[config.mk]
export PLATFORM = sky130hd
export DESIGN_NAME = seg_display_mux
export DESIGN_NICKNAME = d
export VERILOG_FILES = /design/src/rtl/seg_display_mux.sv
export SDC_FILE = /design/constraint.sdc
export NUM_CORES = 1
export LEC_CHECK = 0
export ABC_AREA = 1
export CAP_MARGIN = 20
export CORE_MARGIN = 5
export CORE_UTILIZATION = 40
export CTS_CLUSTER_DIAMETER = 40
export DETAILED_ROUTE_END_ITERATION = 8
export PLACE_DENSITY_LB_ADDON = 0.12
export SKIP_LAST_GASP = 1
export SYNTH_ARGS = -nofsm -noshare
export SYNTH_HDL_FRONTEND = slang
export SYNTH_SLANG_ARGS = --single-unit
[constraint.sdc]
create_clock -name clk -period 2.5 [get_ports clk]
set_input_delay 0.625 -clock clk [delete_from_list [all_inputs] [get_ports clk]]
set_output_delay 0.625 -clock clk [all_outputs]
set_load 0.02 [all_outputs]
[src/rtl/seg_display_mux.sv]
// Four-digit multiplexed seven-segment driver with leading-zero blanking.
// Inputs are shadowed once per full scan so that a frame never mixes old and new digits.
module seg_display_mux #(
    parameter int unsigned REFRESH_DIV  = 100000,
    parameter int unsigned BLANK_CYCLES = 16,
    parameter bit          LZ_BLANK     = 1'b1
) (
    input  logic        clk,
    input  logic        rst,
    input  logic [15:0] digits,
    input  logic [3:0]  dp_in,
    input  logic        enable,
    output logic [6:0]  seg,
    output logic        dp,
    output logic [3:0]  an
);

    localparam int unsigned CntW     = (REFRESH_DIV > 1) ? $clog2(REFRESH_DIV) : 1;
    localparam int unsigned OnCycles = REFRESH_DIV - BLANK_CYCLES;
    localparam logic [CntW-1:0] CntMax = CntW'(REFRESH_DIV - 1);

    logic [CntW-1:0] cnt_q, cnt_d;
    logic [1:0]      idx_q, idx_d;
    logic [15:0]     sh_dig_q, sh_dig_d;
    logic [3:0]      sh_dp_q, sh_dp_d;
    logic [6:0]      seg_q, seg_d;
    logic            dp_q, dp_d;
    logic [3:0]      an_q, an_d;

    logic            slot_end;
    logic [3:0]      cur_dig;
    logic [3:0]      nz;
    logic [3:0]      blank;
    logic            active;

    function automatic logic [6:0] decode(input logic [3:0] d);
        unique case (d)
            4'd0:    decode = 7'b1000000;
            4'd1:    decode = 7'b1111001;
            4'd2:    decode = 7'b0100100;
            4'd3:    decode = 7'b0110000;
            4'd4:    decode = 7'b0011001;
            4'd5:    decode = 7'b0010010;
            4'd6:    decode = 7'b0000010;
            4'd7:    decode = 7'b1111000;
            4'd8:    decode = 7'b0000000;
            4'd9:    decode = 7'b0010000;
            default: decode = 7'b1111111;
        endcase
    endfunction

    always_comb begin
        slot_end = (cnt_q == CntMax);
        cnt_d    = slot_end ? '0 : cnt_q + 1'b1;
        idx_d    = slot_end ? idx_q + 2'd1 : idx_q;
        sh_dig_d = sh_dig_q;
        sh_dp_d  = sh_dp_q;
        if (slot_end && idx_q == 2'd3) begin
            sh_dig_d = digits;
            sh_dp_d  = dp_in;
        end

        // Non-BCD nibbles count as nonzero, so they stop the blanking chain.
        for (int i = 0; i < 4; i++) begin
            nz[i] = (sh_dig_q[i*4 +: 4] != 4'd0);
        end
        blank[3] = LZ_BLANK && !nz[3];
        blank[2] = LZ_BLANK && !nz[3] && !nz[2];
        blank[1] = LZ_BLANK && !nz[3] && !nz[2] && !nz[1];
        blank[0] = 1'b0;

        cur_dig = sh_dig_q[{idx_q, 2'b00} +: 4];
        active  = enable && !blank[idx_q] && ({1'b0, cnt_q} < (CntW + 1)'(OnCycles));

        an_d  = 4'b1111;
        seg_d = 7'b1111111;
        dp_d  = 1'b1;
        if (active) begin
            an_d  = ~(4'b0001 << idx_q);
            seg_d = decode(cur_dig);
            dp_d  = ~sh_dp_q[idx_q];
        end
    end

    always_ff @(posedge clk) begin
        if (rst) begin
            cnt_q    <= '0;
            idx_q    <= 2'd0;
            sh_dig_q <= 16'h0000;
            sh_dp_q  <= 4'h0;
            seg_q    <= 7'b1111111;
            dp_q     <= 1'b1;
            an_q     <= 4'b1111;
        end else begin
            cnt_q    <= cnt_d;
            idx_q    <= idx_d;
            sh_dig_q <= sh_dig_d;
            sh_dp_q  <= sh_dp_d;
            seg_q    <= seg_d;
            dp_q     <= dp_d;
            an_q     <= an_d;
        end
    end

    assign seg = seg_q;
    assign dp  = dp_q;
    assign an  = an_q;

endmodule

==> metrics.md, run 1 <==
| Metric | Value |
|---|---|
| Outcome | `finished clean` |
| CP Capture Type | `flop` |
| Hold slack | `0.461 ns` |
| Synth unique cells | `27` |
| Mean Syn Cell Area | `roughly 6.4 µm²` |
| DR vias | `2371` |
| CP delay by family, top | `simple AND/OR/NAND/NOR gates` |
| GR peak layer | `met2` |
| Final period utilization | `approximately 74%` |
| Antenna Cells | `0` |
| Slew HR | `68.4%` |
| Synth Cell Area | `2630 µm²` |
| Clk buf depth | `2` |
| Sum of negative setup slack | `0 ns` |
| DR pass1 iterations | `4` |
| Largest area contributor in the netlist | `dfxtp_1` |
| Post-DR wirelength/cell | `10.5 µm` |
| Net Sw Power | `314 µW` |
| Critical path required time | `roughly 2.7 ns` |
| Initial antenna violation count | `0` |
| Combinational Power Share | `roughly 5.7%` |
| # setup viols final | `0` |
| Multi-input gate area | `1330 µm²` |
| Met2 GRT Util | `21.6%` |
| Number of CTS-inserted buffers | `5` |
| Global routing usage on met3 | `2.98%` |
| # IOs | `35` |
| Async set-reset flop share out of synthesis | `0%` |
| Die height | `91.1 µm` |
| Worst path cell trace | `buf_4, inv_2, nand2_1, nand3_1, nand2_1, inv_1, ha_1, inv_1, nand3_1, nand2_1, nor2_1, nor2_1, nand2_1` |
| CP Class | `reg -> reg` |
| Cts repair resizes | `0` |
| Largest net degree at the start of global routing | `between 40 and 50` |
| Core area | `~6400 µm²` |
| Hold crit path type | `reg -> reg` |
| Slew Viols, Final | `0` |
| Remaining antenna violation count | `0` |
| Post-CTS setup buffers | `0` |
| Top-count cell post-synth | `nand2_1` |
| Worst-path clk slew | `0.09 ns` |
| Seq pwr share | `a little under three fifths` |
| FMAX | `537 MHz` |
| PD cells | `458 nW/µm²` |
| CTS H-tree lvls | `2` |
| CTS tree | `yes` |
| Final Skew | `0.0154 ns` |
| Fraction of layout cells with a size suffix above 1 | `between 6 and 7%` |
| CP Max Fanout | `15` |
| Die Wd | `91.1 µm` |
| Gpl congestion | `0.815` |
| Nature of the critical path startpoint | `flop` |
| Leak | `1.47 nW` |
| Register area | `1020 µm²` |
| Total grt overflow | `0` |
| Final min period | `1.86 ns` |
| CP Buf/Inv Count | `4` |
| Clock network power share | `about 37%` |
| Die outline area | `approximately 8300 µm²` |
| HPWL after detailed placement | `3980 µm` |
| DR iter-0 viols | `about 100` |
| First-pass GRT wire length | `9770 µm` |
| Final nets | `477` |
| Synth Register Bits | `roughly 50` |
| Maxcap violations | `0` |
| Sw Ratio | `21.8%` |
| Primary FF master, synth | `dfxtp_1` |
| Critical path's largest stage delay | `between 0.3 and 0.4 ns` |
| VDD IR max | `around 0.23 mV` |
| Hold buffer count at cts | `0` |
| Slowest cell on crit path | `dfxtp_1` |
| YS warnings | `0` |
| Met1 Use GR | `between 10% and 20%` |
| EDFF count, synth | `0` |
| Clock Latency Late Sink | `approximately 0.32 ns` |
| Synth top area share | `38.8%` |
| Slew @ Worst Pin | `between 0.4 and 0.5 ns` |
| CP arrival | `2.07 ns` |
| GR Util All Layers | `14.0%` |
| Top cells by count, synth | `nand2_1, nor2_1, inv_1` |
| Final WL | `between 5000 and 6000 µm` |
| CTS root buffer | `clkbuf_8` |
| Row cnt | `29` |
| Sequential cell area fraction in the yosys report | `38.8%` |
| Int Pwr | `1.12 mW` |
| RSZ-0062 raised after global routing | `false` |
| Area contributors post-synth | `dfxtp_1, nand2_1, nor2_1, inv_1, nand3_1` |
| Initial core utilization | `41.2%` |
| Syn-to-layout area delta | `19.2%` |
| Clk sinks | `51` |
| Syn_nets | `443` |
| Fill count | `approximately 700` |
| Via-to-Cell Ratio | `4.54` |
| Vias in the first global route | `2166` |
| # DRC | `0` |
| Cell mode on critical path | `nand2_1` |
| IO Port Bufs | `34` |
| Hold Fails Final Rpt | `0` |
| Mapped Cells | `410` |
## path summary, 6_finish.rpt
path                                             from                   to  slack [ns]  depth (start not counted)
worst min-delay path              cnt_q[0]$_SDFF_PP0_  cnt_q[0]$_SDFF_PP0_        0.46                          1
worst min register to register    cnt_q[0]$_SDFF_PP0_  cnt_q[0]$_SDFF_PP0_        0.46                          1
worst max register to register  idx_q[0]$_SDFFE_PP0P_    seg[6]$_SDFF_PP1_        0.64                         13
worst max-delay path            idx_q[0]$_SDFFE_PP0P_    seg[6]$_SDFF_PP1_        0.64                         13
## routing by layer
layer	share of wire, %	up-vias
met2	43	41
met3	4.8	9
met1	51	1010
li1	-	1311
met4	1.9	0
met5	0	-
## sequential cells by signal, indices dropped and copies added (netlist names)
| signal | cells |
|---|---|
| sh_dig_q | 16 |
| dp | 1 |
| sh_dp_q | 4 |
| cnt_q | 17 |
| an | 4 |
| seg | 7 |
| idx_q | 2 |
## through the flow
| stage | area [µm²] | setup slack, ns | cells | power (mW) | utilization, % |
|---|---|---|---|---|---|
| finish | 3140 | 0.638 | 522 | 1.44 | 49.2 |
| CTS | 3140 | 0.628 | 522 | 1.46 | 49.2 |
| detailed placement | 3040 | 0.649 | 514 | 0.928 | 47.6 |
| floorplan | 2630 | 0.932 | 410 | 0.876 | - |
| global route | 3140 | 0.394 | 522 | 1.49 | 49.2 |
| global placement | 3040 | 0.669 | 514 | 0.927 | 47.6 |
## logic make-up after synthesis
group | share of synthesized area (%)
buffers and inverters | 10.7
AO/OA/AOI/OAI | 4.09
XOR/XNOR | 1.33
AND/OR/NAND/NOR | 40.4
flip-flops | 38.8
adder cells (fa/ha/maj) | 4.75
## layout make-up
| cell class | instances | area share (%) |
|---|---|---|
| tap | 77 | 3.07 |
| clock buffer | 8 | 3.19 |
| timing repair buffer | 38 | 11.8 |
| sequential | 51 | 32.5 |
| multi-input combinational | 290 | 42.4 |
| inverter | 58 | 7.01 |
## worst register-to-register path, stage by stage (launching register included)
cell	delay (ns)
dfxtp_1	0.31
buf_4	0.19
inv_2	0.15
nand2_1	0.10
nand3_1	0.08
nand2_1	0.23
inv_1	0.11
ha_1	0.21
inv_1	0.05
nand3_1	0.09
nand2_1	0.08
nor2_1	0.04
nor2_1	0.08
nand2_1	0.06
## cell usage in the layout, fill, tap and decap left out, types with 2 or more instances in the layout
cell type,instances
nor2_2,2
clkdlybuf4s50_1,34
inv_2,4
nand3_1,29
xor2_1,3
inv_1,52
nor3_1,4
o21ai_0,6
or2_2,2
a21oi_1,14
buf_4,4
nand4_1,6
clkbuf_8,7
nor2_1,69
ha_1,10
nor2_4,2
dfxtp_1,51
nand2_1,136
nand2_2,2
## power groups by stage
stage / Clock, mW / Combinational, mW / Sequential (mW)
finish: 0.529 / 0.0819 / 0.826
global route: 0.576 / 0.0892 / 0.828
CTS: 0.549 / 0.0831 / 0.826
detailed placement: 0 / 0.0828 / 0.845
global placement: 0 / 0.0820 / 0.845
floorplan: 0 / 0.0234 / 0.852
Power figures use the tool's default switching activity.
==> inputs of run 2 (changes only) <==
==> constraint.sdc (replaced) <==
create_clock -name clk -period 1.9 [get_ports clk]
set_input_delay 0.475 -clock clk [delete_from_list [all_inputs] [get_ports clk]]
set_output_delay 0.475 -clock clk [all_outputs]
set_load 0.02 [all_outputs]
==> metrics.md, run 2 (synthesized netlist as in run 1, its figures left out) <==
| Metric | Value |
|---|---|
| # setup viols final | `0` |
| Final Cell Area | `about 3100 µm²` |
| Placement Cell Area | `about 3100 µm²` |
| FMAX | `589 MHz` |
| Most common cell after layout, fill and taps aside | `nand2_1` |
| CP Capture Type | `output port` |
| Critical path required time | `1.42 ns` |
| CP Buf/Inv Count | `1` |
| Final nets | `~480` |
| Maxcap violations | `0` |
| Hold depth | `1` |
| Reg2reg setup slack | `roughly 0.22 ns` |
| Fraction of layout cells with a size suffix above 1 | `6.28%` |
| Slew @ Worst Pin | `0.449 ns` |
| Sum of negative setup slack | `0 ns` |
| Number of CTS-inserted buffers | `5` |
| Slowest cell on crit path | `clkdlybuf4s50_1` |
| RSZ-0062 raised after global routing | `false` |
| Post-DR wirelength/cell | `~11 µm` |
| Hold crit path type | `reg -> reg` |
| Leak | `about 1.5 nW` |
| Worst-path clk slew | `0.09 ns` |
| Hold Fails Final Rpt | `0` |
| Final WL | `5580 µm` |
| Slew HR | `69.9%` |
| Final Skew | `slightly above 0.01 ns` |
| Vias in the first global route | `2231` |
| CP Class | `reg -> out` |
| Gpl congestion | `0.883` |
| Die outline area | `between 8000 and 9000 µm²` |
| Fill count | `704` |
| Post-CTS setup buffers | `0` |
| GR Util All Layers | `a little over an eighth` |
| Most frequent cells in the layout | `nand2_1, nor2_1, inv_1` |
| Antenna Cells | `0` |
| Largest net degree at the start of global routing | `41` |
| Biggest register | `cnt_q` |
| Final min period | `1.70 ns` |
| End of the worst hold path | `cnt_q[0]$_SDFF_PP0_` |
| Worst reg2reg endpoint | `seg[3]$_SDFF_PP1_` |
| # DRC | `0` |
| CP Max Fanout | `1` |
| Core area | `6390 µm²` |
| Reg2reg start | `idx_q[1]$_SDFFE_PP0P_` |
| CTS H-tree lvls | `2` |
| Die Wd | `91.1 µm` |
| Initial core utilization | `41.2%` |
| VDD IR max | `around 0.30 mV` |
| HPWL after detailed placement | `4210 µm` |
| DR iter-0 viols | `around 100` |
| Via-to-Cell Ratio | `4.59` |
| Slew Viols, Final | `0` |
| Hold buffer count at cts | `0` |
| Clk sinks | `~50` |
| DR pass1 iterations | `4` |
| Cts repair resizes | `0` |
| Remaining antenna violation count | `0` |
| Initial antenna violation count | `0` |
| Hold Crit Start | `cnt_q[0]$_SDFF_PP0_` |
| Reg2reg path depth | `9` |
| Die height | `91.1 µm` |
| # IOs | `35` |
| Clk buf depth | `2` |
| Final period utilization | `approximately 89%` |
| DR vias | `2402` |
| Syn-to-layout area delta | `19.3%` |
| Nature of the critical path startpoint | `flop` |
| Critical path's largest stage delay | `approximately 0.6 ns` |
| Clock Latency Late Sink | `0.31 ns` |
| Outcome | `finished clean` |
| CP arrival | `1.22 ns` |
| Max reg flops | `17` |
| CP delay by family, top | `buffers and inverters` |
| CTS tree | `yes` |
| PD cells | `about 570 nW/µm²` |
| Total grt overflow | `0` |
| Worst path cell trace | `clkdlybuf4s50_1` |
| IO Port Bufs | `34` |
| Row cnt | `29` |
| First-pass GRT wire length | `9610 µm` |
| CTS root buffer | `clkbuf_8` |
==> run 2: cell types whose count changed in the layout (fill, tap and decap cells not counted), sizes merged <==
cell	delta
clkinv	+1
clkbuf	-1
buf	+1
==> run 2: worst max path at each step <==
| stage | startpoint | endpoint | slack, ns | depth (start not counted) |
|---|---|---|---|---|
| finish | an[2]$_SDFF_PP1_ | an[2] | 0.20 | 1 |
| CTS | idx_q[0]$_SDFFE_PP0P_ | seg[6]$_SDFF_PP1_ | 0.16 | 10 |
| detailed placement | idx_q[0]$_SDFFE_PP0P_ | seg[6]$_SDFF_PP1_ | 0.18 | 10 |
| floorplan | idx_q[0]$_SDFFE_PP0P_ | seg[6]$_SDFF_PP1_ | 0.33 | 13 |
| global placement | idx_q[0]$_SDFFE_PP0P_ | seg[6]$_SDFF_PP1_ | 0.18 | 10 |
| global route | idx_q[1]$_SDFFE_PP0P_ | seg[3]$_SDFF_PP1_ | 0.03 | 9 |
==> run 2: metal layers <==
| layer | vias up | GRT usage (%) | share of wire (%) |
|---|---|---|---|
| met4 | 0 | 5.13 | 1.5 |
| li1 | 1310 | - | - |
| met1 | 1044 | 18.4 | 52 |
| met5 | - | 0 | 0 |
| met2 | 41 | 21.8 | 42 |
| met3 | 7 | 2.40 | 4.3 |
==> run 2: stage by stage <==
step           cells  total power, mW  util (%)  setup WS (ns)  hold slack, ns
2_1_floorplan    410             1.15         -          0.332           0.418
3_3_place_gp     515             1.22      47.9          0.185           0.436
3_5_place_dp     515             1.22      47.9          0.178           0.445
4_1_cts          523             1.83      49.2          0.159           0.461
5_1_grt          523             1.88      49.2         0.0349           0.497
6_report         523             1.80      49.2          0.201           0.459
==> run 2: layout make-up <==
class	instances	area, µm²	share of cell area, %
Clock inverter	1	5.00	0.159
Sequential cell	51	1020	32.5
Inverter	58	220	7.01
Tap cell	77	96.3	3.07
Multi-Input combinational cell	290	1330	42.4
Clock buffer	7	76.3	2.43
Timing Repair Buffer	39	390	12.4
==> run 2: power by group <==
part | switching (mW) | internal, mW | total [mW]
Combinational | 0.0446 | 0.0659 | 0.111
Clock | 0.347 | 0.259 | 0.606
Sequential | 0.00587 | 1.08 | 1.09
Total | 0.397 | 1.41 | 1.80
==> inputs of run 3 (changes only) <==
--- a/config.mk
+++ b/config.mk
@@ -7,7 +7,7 @@
 export LEC_CHECK = 0
 export ABC_AREA = 1
 export CAP_MARGIN = 20
-export CORE_MARGIN = 5
+export CORE_MARGIN = 1.5
 export CORE_UTILIZATION = 40
 export CTS_CLUSTER_DIAMETER = 40
 export DETAILED_ROUTE_END_ITERATION = 8
==> constraint.sdc (replaced) <==
create_clock -name clk -period 1.8 [get_ports clk]
set_input_delay 0.45 -clock clk [delete_from_list [all_inputs] [get_ports clk]]
set_output_delay 0.45 -clock clk [all_outputs]
set_load 0.02 [all_outputs]
==> metrics.md, run 3 (synthesized netlist as in run 1, its figures left out) <==
| Metric | Value |
|---|---|
| Outcome | `finished clean` |
| CP Capture Type | `output port` |
| Final min period | `1.66 ns` |
| GR Util All Layers | `about 17%` |
| Final Skew | `0.00639 ns` |
| Remaining antenna violation count | `0` |
| Syn-to-layout area delta | `21.0%` |
| Worst path cell trace | `clkdlybuf4s50_1` |
| Slew @ Worst Pin | `0.444 ns` |
| Most frequent cells in the layout | `nand2_1, nor2_1, inv_1` |
| FMAX | `603 MHz` |
| Die outline area | `just over 7000 µm²` |
| Vias in the first global route | `2197` |
| Sw Ratio | `a little over a fifth` |
| Most common cell after layout, fill and taps aside | `nand2_1` |
| CP delay by family, top | `buffers and inverters` |
| DR pass1 iterations | `4` |
| Post-DR wirelength/cell | `10.2 µm` |
| Critical path required time | `1.35 ns` |
| Hold slack | `0.461 ns` |
| Die height | `84.1 µm` |
| First-pass GRT wire length | `9770 µm` |
| Final nets | `483` |
| PD cells | `622 nW/µm²` |
| Initial core utilization | `41.5%` |
| Slew Viols, Final | `0` |
| Leak | `1.50 nW` |
| Total power draw | `1.98 mW` |
| Die Wd | `84.1 µm` |
| Biggest register | `cnt_q` |
| CP arrival | `between 1 and 1.5 ns` |
| CTS tree | `yes` |
| CP Class | `reg -> out` |
| Sum of negative setup slack | `0 ns` |
| Slowest cell on crit path | `clkdlybuf4s50_1` |
| CP Buf/Inv Count | `1` |
| Slew HR | `70.1%` |
| DR iter-0 viols | `116` |
| # IOs | `35` |
| CTS H-tree lvls | `2` |
| Core area | `6350 µm²` |
| CTS root buffer | `clkbuf_8` |
| Initial antenna violation count | `0` |
| Nature of the critical path startpoint | `flop` |
| Clk sinks | `approximately 50` |
| Fill count | `694` |
| Maxcap violations | `0` |
| Clk buf depth | `2` |
| Final WL | `5370 µm` |
| Fraction of layout cells with a size suffix above 1 | `7.54%` |
| Post-CTS setup buffers | `0` |
| Clock Latency Late Sink | `0.30 ns` |
| Hold crit path type | `reg -> reg` |
| Number of CTS-inserted buffers | `5` |
| Hold Fails Final Rpt | `0` |
| CP Max Fanout | `1` |
| Combinational Power Share | `5.9%` |
| # setup viols final | `0` |
| Antenna Cells | `0` |
| Max reg flops | `17` |
| # DRC | `0` |
| Clock network power share | `36.2%` |
| DR vias | `2392` |
| Net Sw Power | `419 µW` |
| Int Pwr | `about 1.6 mW` |
| Gpl congestion | `0.863` |
| Seq pwr share | `57.9%` |
| VDD IR max | `0.280 mV` |
| Largest net degree at the start of global routing | `41` |
| IO Port Bufs | `34` |
| HPWL after detailed placement | `4060 µm` |
| Row cnt | `29` |
| Via-to-Cell Ratio | `roughly 4.5` |
| Total grt overflow | `0` |
| RSZ-0062 raised after global routing | `false` |
| Final period utilization | `92.1%` |
| Critical path's largest stage delay | `0.59 ns` |
| Worst-path clk slew | `0.09 ns` |
[run 3: through the flow]
step	setup slack, ns	std cells	cell area [µm²]	util (%)
6_report	0.142	528	3190	50.2
3_5_place_dp	0.132	520	3080	48.6
5_1_grt	0.00462	528	3190	50.2
2_1_floorplan	0.232	410	2630	-
4_1_cts	0.113	528	3180	50.1
3_3_place_gp	0.221	520	3080	48.6
[run 3: power by group through the flow]
stage,Sequential [mW],Combinational [mW],Clock (mW)
floorplan,1.18,0.0324,0
detailed placement,1.17,0.118,0
finish,1.15,0.117,0.717
global placement,1.17,0.117,0
CTS,1.15,0.118,0.750
global route,1.15,0.129,0.794
[run 3: path summary, 6_finish.rpt]
path | cells past startpoint | slack, ns | from | to
worst max-delay path | 1 | 0.14 | seg[1]$_SDFF_PP1_ | seg[1]
worst max register to register | 11 | 0.19 | idx_q[0]$_SDFFE_PP0P_ | seg[3]$_SDFF_PP1_
worst min register to register | 1 | 0.46 | cnt_q[0]$_SDFF_PP0_ | cnt_q[0]$_SDFF_PP0_
worst min-delay path | 1 | 0.46 | cnt_q[0]$_SDFF_PP0_ | cnt_q[0]$_SDFF_PP0_
[run 3: area by class of cell]
type                       count  area, µm²  share of cell area [%]
multi-input combinational    290       1330                    41.8
sequential                    51       1020                    32.1
timing repair buffer          44        415                    13.0
inverter                      58        220                    6.91
clock buffer                   8        100                    3.14
tap                           77       96.3                    3.02
[run 3: layer usage]
| layer | vias to the layer above | global-route usage (%) | wire, µm |
|---|---|---|---|
| li1 | 1321 | - | - |
| met4 | 0 | 5.51 | 76 |
| met2 | 51 | 25.7 | 2270 |
| met5 | - | 0 | 0 |
| met1 | 1014 | 23.2 | 2810 |
| met3 | 6 | 3.74 | 216 |
[run 3: what timing repair did]
item | in CTS | in global routing
hold buffers | 0 | 0
endpoints found under the setup margin | 0 | 3
resized for setup | 0 | 1
==> edit: new RTL, config.mk and constraints of run 3 <==
Register the output `seg` once more, with the module's reset; this adds one clock of latency there. The other outputs are not delayed to match.
--- a/src/rtl/seg_display_mux.sv
+++ b/src/rtl/seg_display_mux.sv
@@ -103,5 +103,11 @@
     end
 
-    assign seg = seg_q;
+    always_ff @(posedge clk) begin
+        if (rst) begin
+            seg <= '0;
+        end else begin
+            seg <= seg_q;
+        end
+    end
     assign dp  = dp_q;
     assign an  = an_q;
Behaviour: not the same (a bounded check fails within 4 cycles, from zero or initial values and one cycle with rst high).
==> edit against run 3 <==
Final area increased by 9.6%. Power rose by 39%. Setup slack got worse by 0.065 ns. Non-clock buffer count did not move. Sequential cell count rose by 7. Routed wire length rose by 3.2%. Count of clock-buffer cells in the layout up 1. Via count grew 2.0%. Critical path depth stayed put. Critical path type unchanged. Clock power is 83% higher. Synthesized cell count is 0.98% higher. Synthesized area increased by 6.3%. Critical endpoint is now an[3]. Worst hold slack worse by 0.059 ns.
==> edit: results (changes against run 3) <==
[status]
status = complete, no violations  ; unchanged

[route]
wl_met3_um = 195  ; was 216 um
first_pass_iters = 5  ; was 4
viasPerCell = 4.37  ; was 4.53
drt-initial-drc-count = 82  ; was 116
route.met2.wl_mm = 2.39  ; was 2.27 mm
wl_met1_mm = 2.85  ; was 2.81 mm
wl_per_cell_um = 9.94  ; was 10.2 um

[placement]
gp_congestion = 0.841  ; was 0.863
dp.final_hpwl_mm = 4.02  ; was 4.06 mm
dpl.cell_count = 542  ; was 520

[grt]
grt_start_max_net_pins = 41  ; unchanged
grtUsageTotal = 0.169  ; was 0.167
use_met1 = 0.217  ; was 0.232
grt_use_met3 = 0.0362  ; was 0.0374
grt_use_met2 = 0.269  ; was 0.257
grt_pass1_vias = 2283  ; was 2197

[layout]
nFillCells = 687  ; was 694
drive_above_1_share = 0.108  ; was 0.0754
finalNetCount = 490  ; was 483
post_layout_nonfiller_instances = 558  ; was 528

[setup_path]
slowest_delay_ns = 0.60
cp.arrival_ns = 1.27  ; was 1.21 ns

[synthesis]
ys_seq_area_frac = 0.415  ; was 0.388
syn_avg_cell_area_um2 = 6.76  ; was 6.42 um2
synth_nets = 447  ; was 443
synthTopCellsByArea = dfxtp_1 41%, nand2_1 16%, nor2_1 10%  ; was dfxtp_1 39%, nand2_1 19%, nor2_1 9.8%
ys_types = 28  ; was 27

[clock_network]
cts-buffers-inserted = 9  ; was 5
insertion_delay_ns = 0.33  ; was 0.30 ns
clockBufferDepth = 2  ; unchanged
htree_levels = 3  ; was 2

[timing]
tightest_slew_ns = 0.322  ; was 0.444 ns
finalClockSkew_ns = 0.00383  ; was 0.00639 ns

[power]
p_leak_nw = 1.67  ; was 1.50 nW

edit: changes by cell type after synthesis, moves of 4 or more:
cell	before	now
dfxtp_1	51	58
inv_2	4	8
nand2_1	136	123
nand3b_1	0	4
nor2_1	69	77
edit: through the flow:
stage	setup slack, ns	instance area [um2]
global route	-0.0201	3490
finish	0.0765	3490
global placement	0.165	3270
floorplan	0.185	2800
CTS	0.0689	3490
detailed placement	0.105	3270
edit: power by group:
| part | switching (mW) | total (mW) | internal [mW] |
|---|---|---|---|
| Combinational | 0.0567 | 0.132 | 0.0753 |
| Sequential | 0.00719 | 1.31 | 1.31 |
| Clock | 0.536 | 1.31 | 0.775 |
| Total | 0.600 | 2.76 | 2.16 |
edit: kinds of logic after synthesis:
| kind of cell | after synthesis | share of synthesized area |
|---|---|---|
| AND/OR/NAND/NOR | 254 | 0.388 |
| buffers and inverters | 69 | 0.104 |
| XOR/XNOR | 5 | 0.0156 |
| adder cells (fa/ha/maj) | 10 | 0.0447 |
| AO/OA/AOI/OAI | 18 | 0.0331 |
| flip-flops | 58 | 0.415 |
edit: path summary, 6_finish.rpt:
path / depth (start not counted) / slack (ns) / to / start
setup / recovery: 1 / 0.08 / an[3] / an[3]
setup reg to reg: 10 / 0.16 / seg_q[5] / idx_q[1]
hold reg to reg: 2 / 0.40 / seg[0] / seg_q[0]
hold / removal: 2 / 0.40 / seg[0] / seg_q[0]
edit: cell type report:
class / instances / area (um2) / share of cell area
Inverter: 57 / 214 / 0.0613
Timing Repair Buffer: 44 / 428 / 0.123
Tap cell: 96 / 120 / 0.0344
Sequential cell: 58 / 1160 / 0.333
Clock inverter: 7 / 93.8 / 0.0269
Multi-Input combinational cell: 287 / 1350 / 0.387
Clock buffer: 9 / 124 / 0.0355
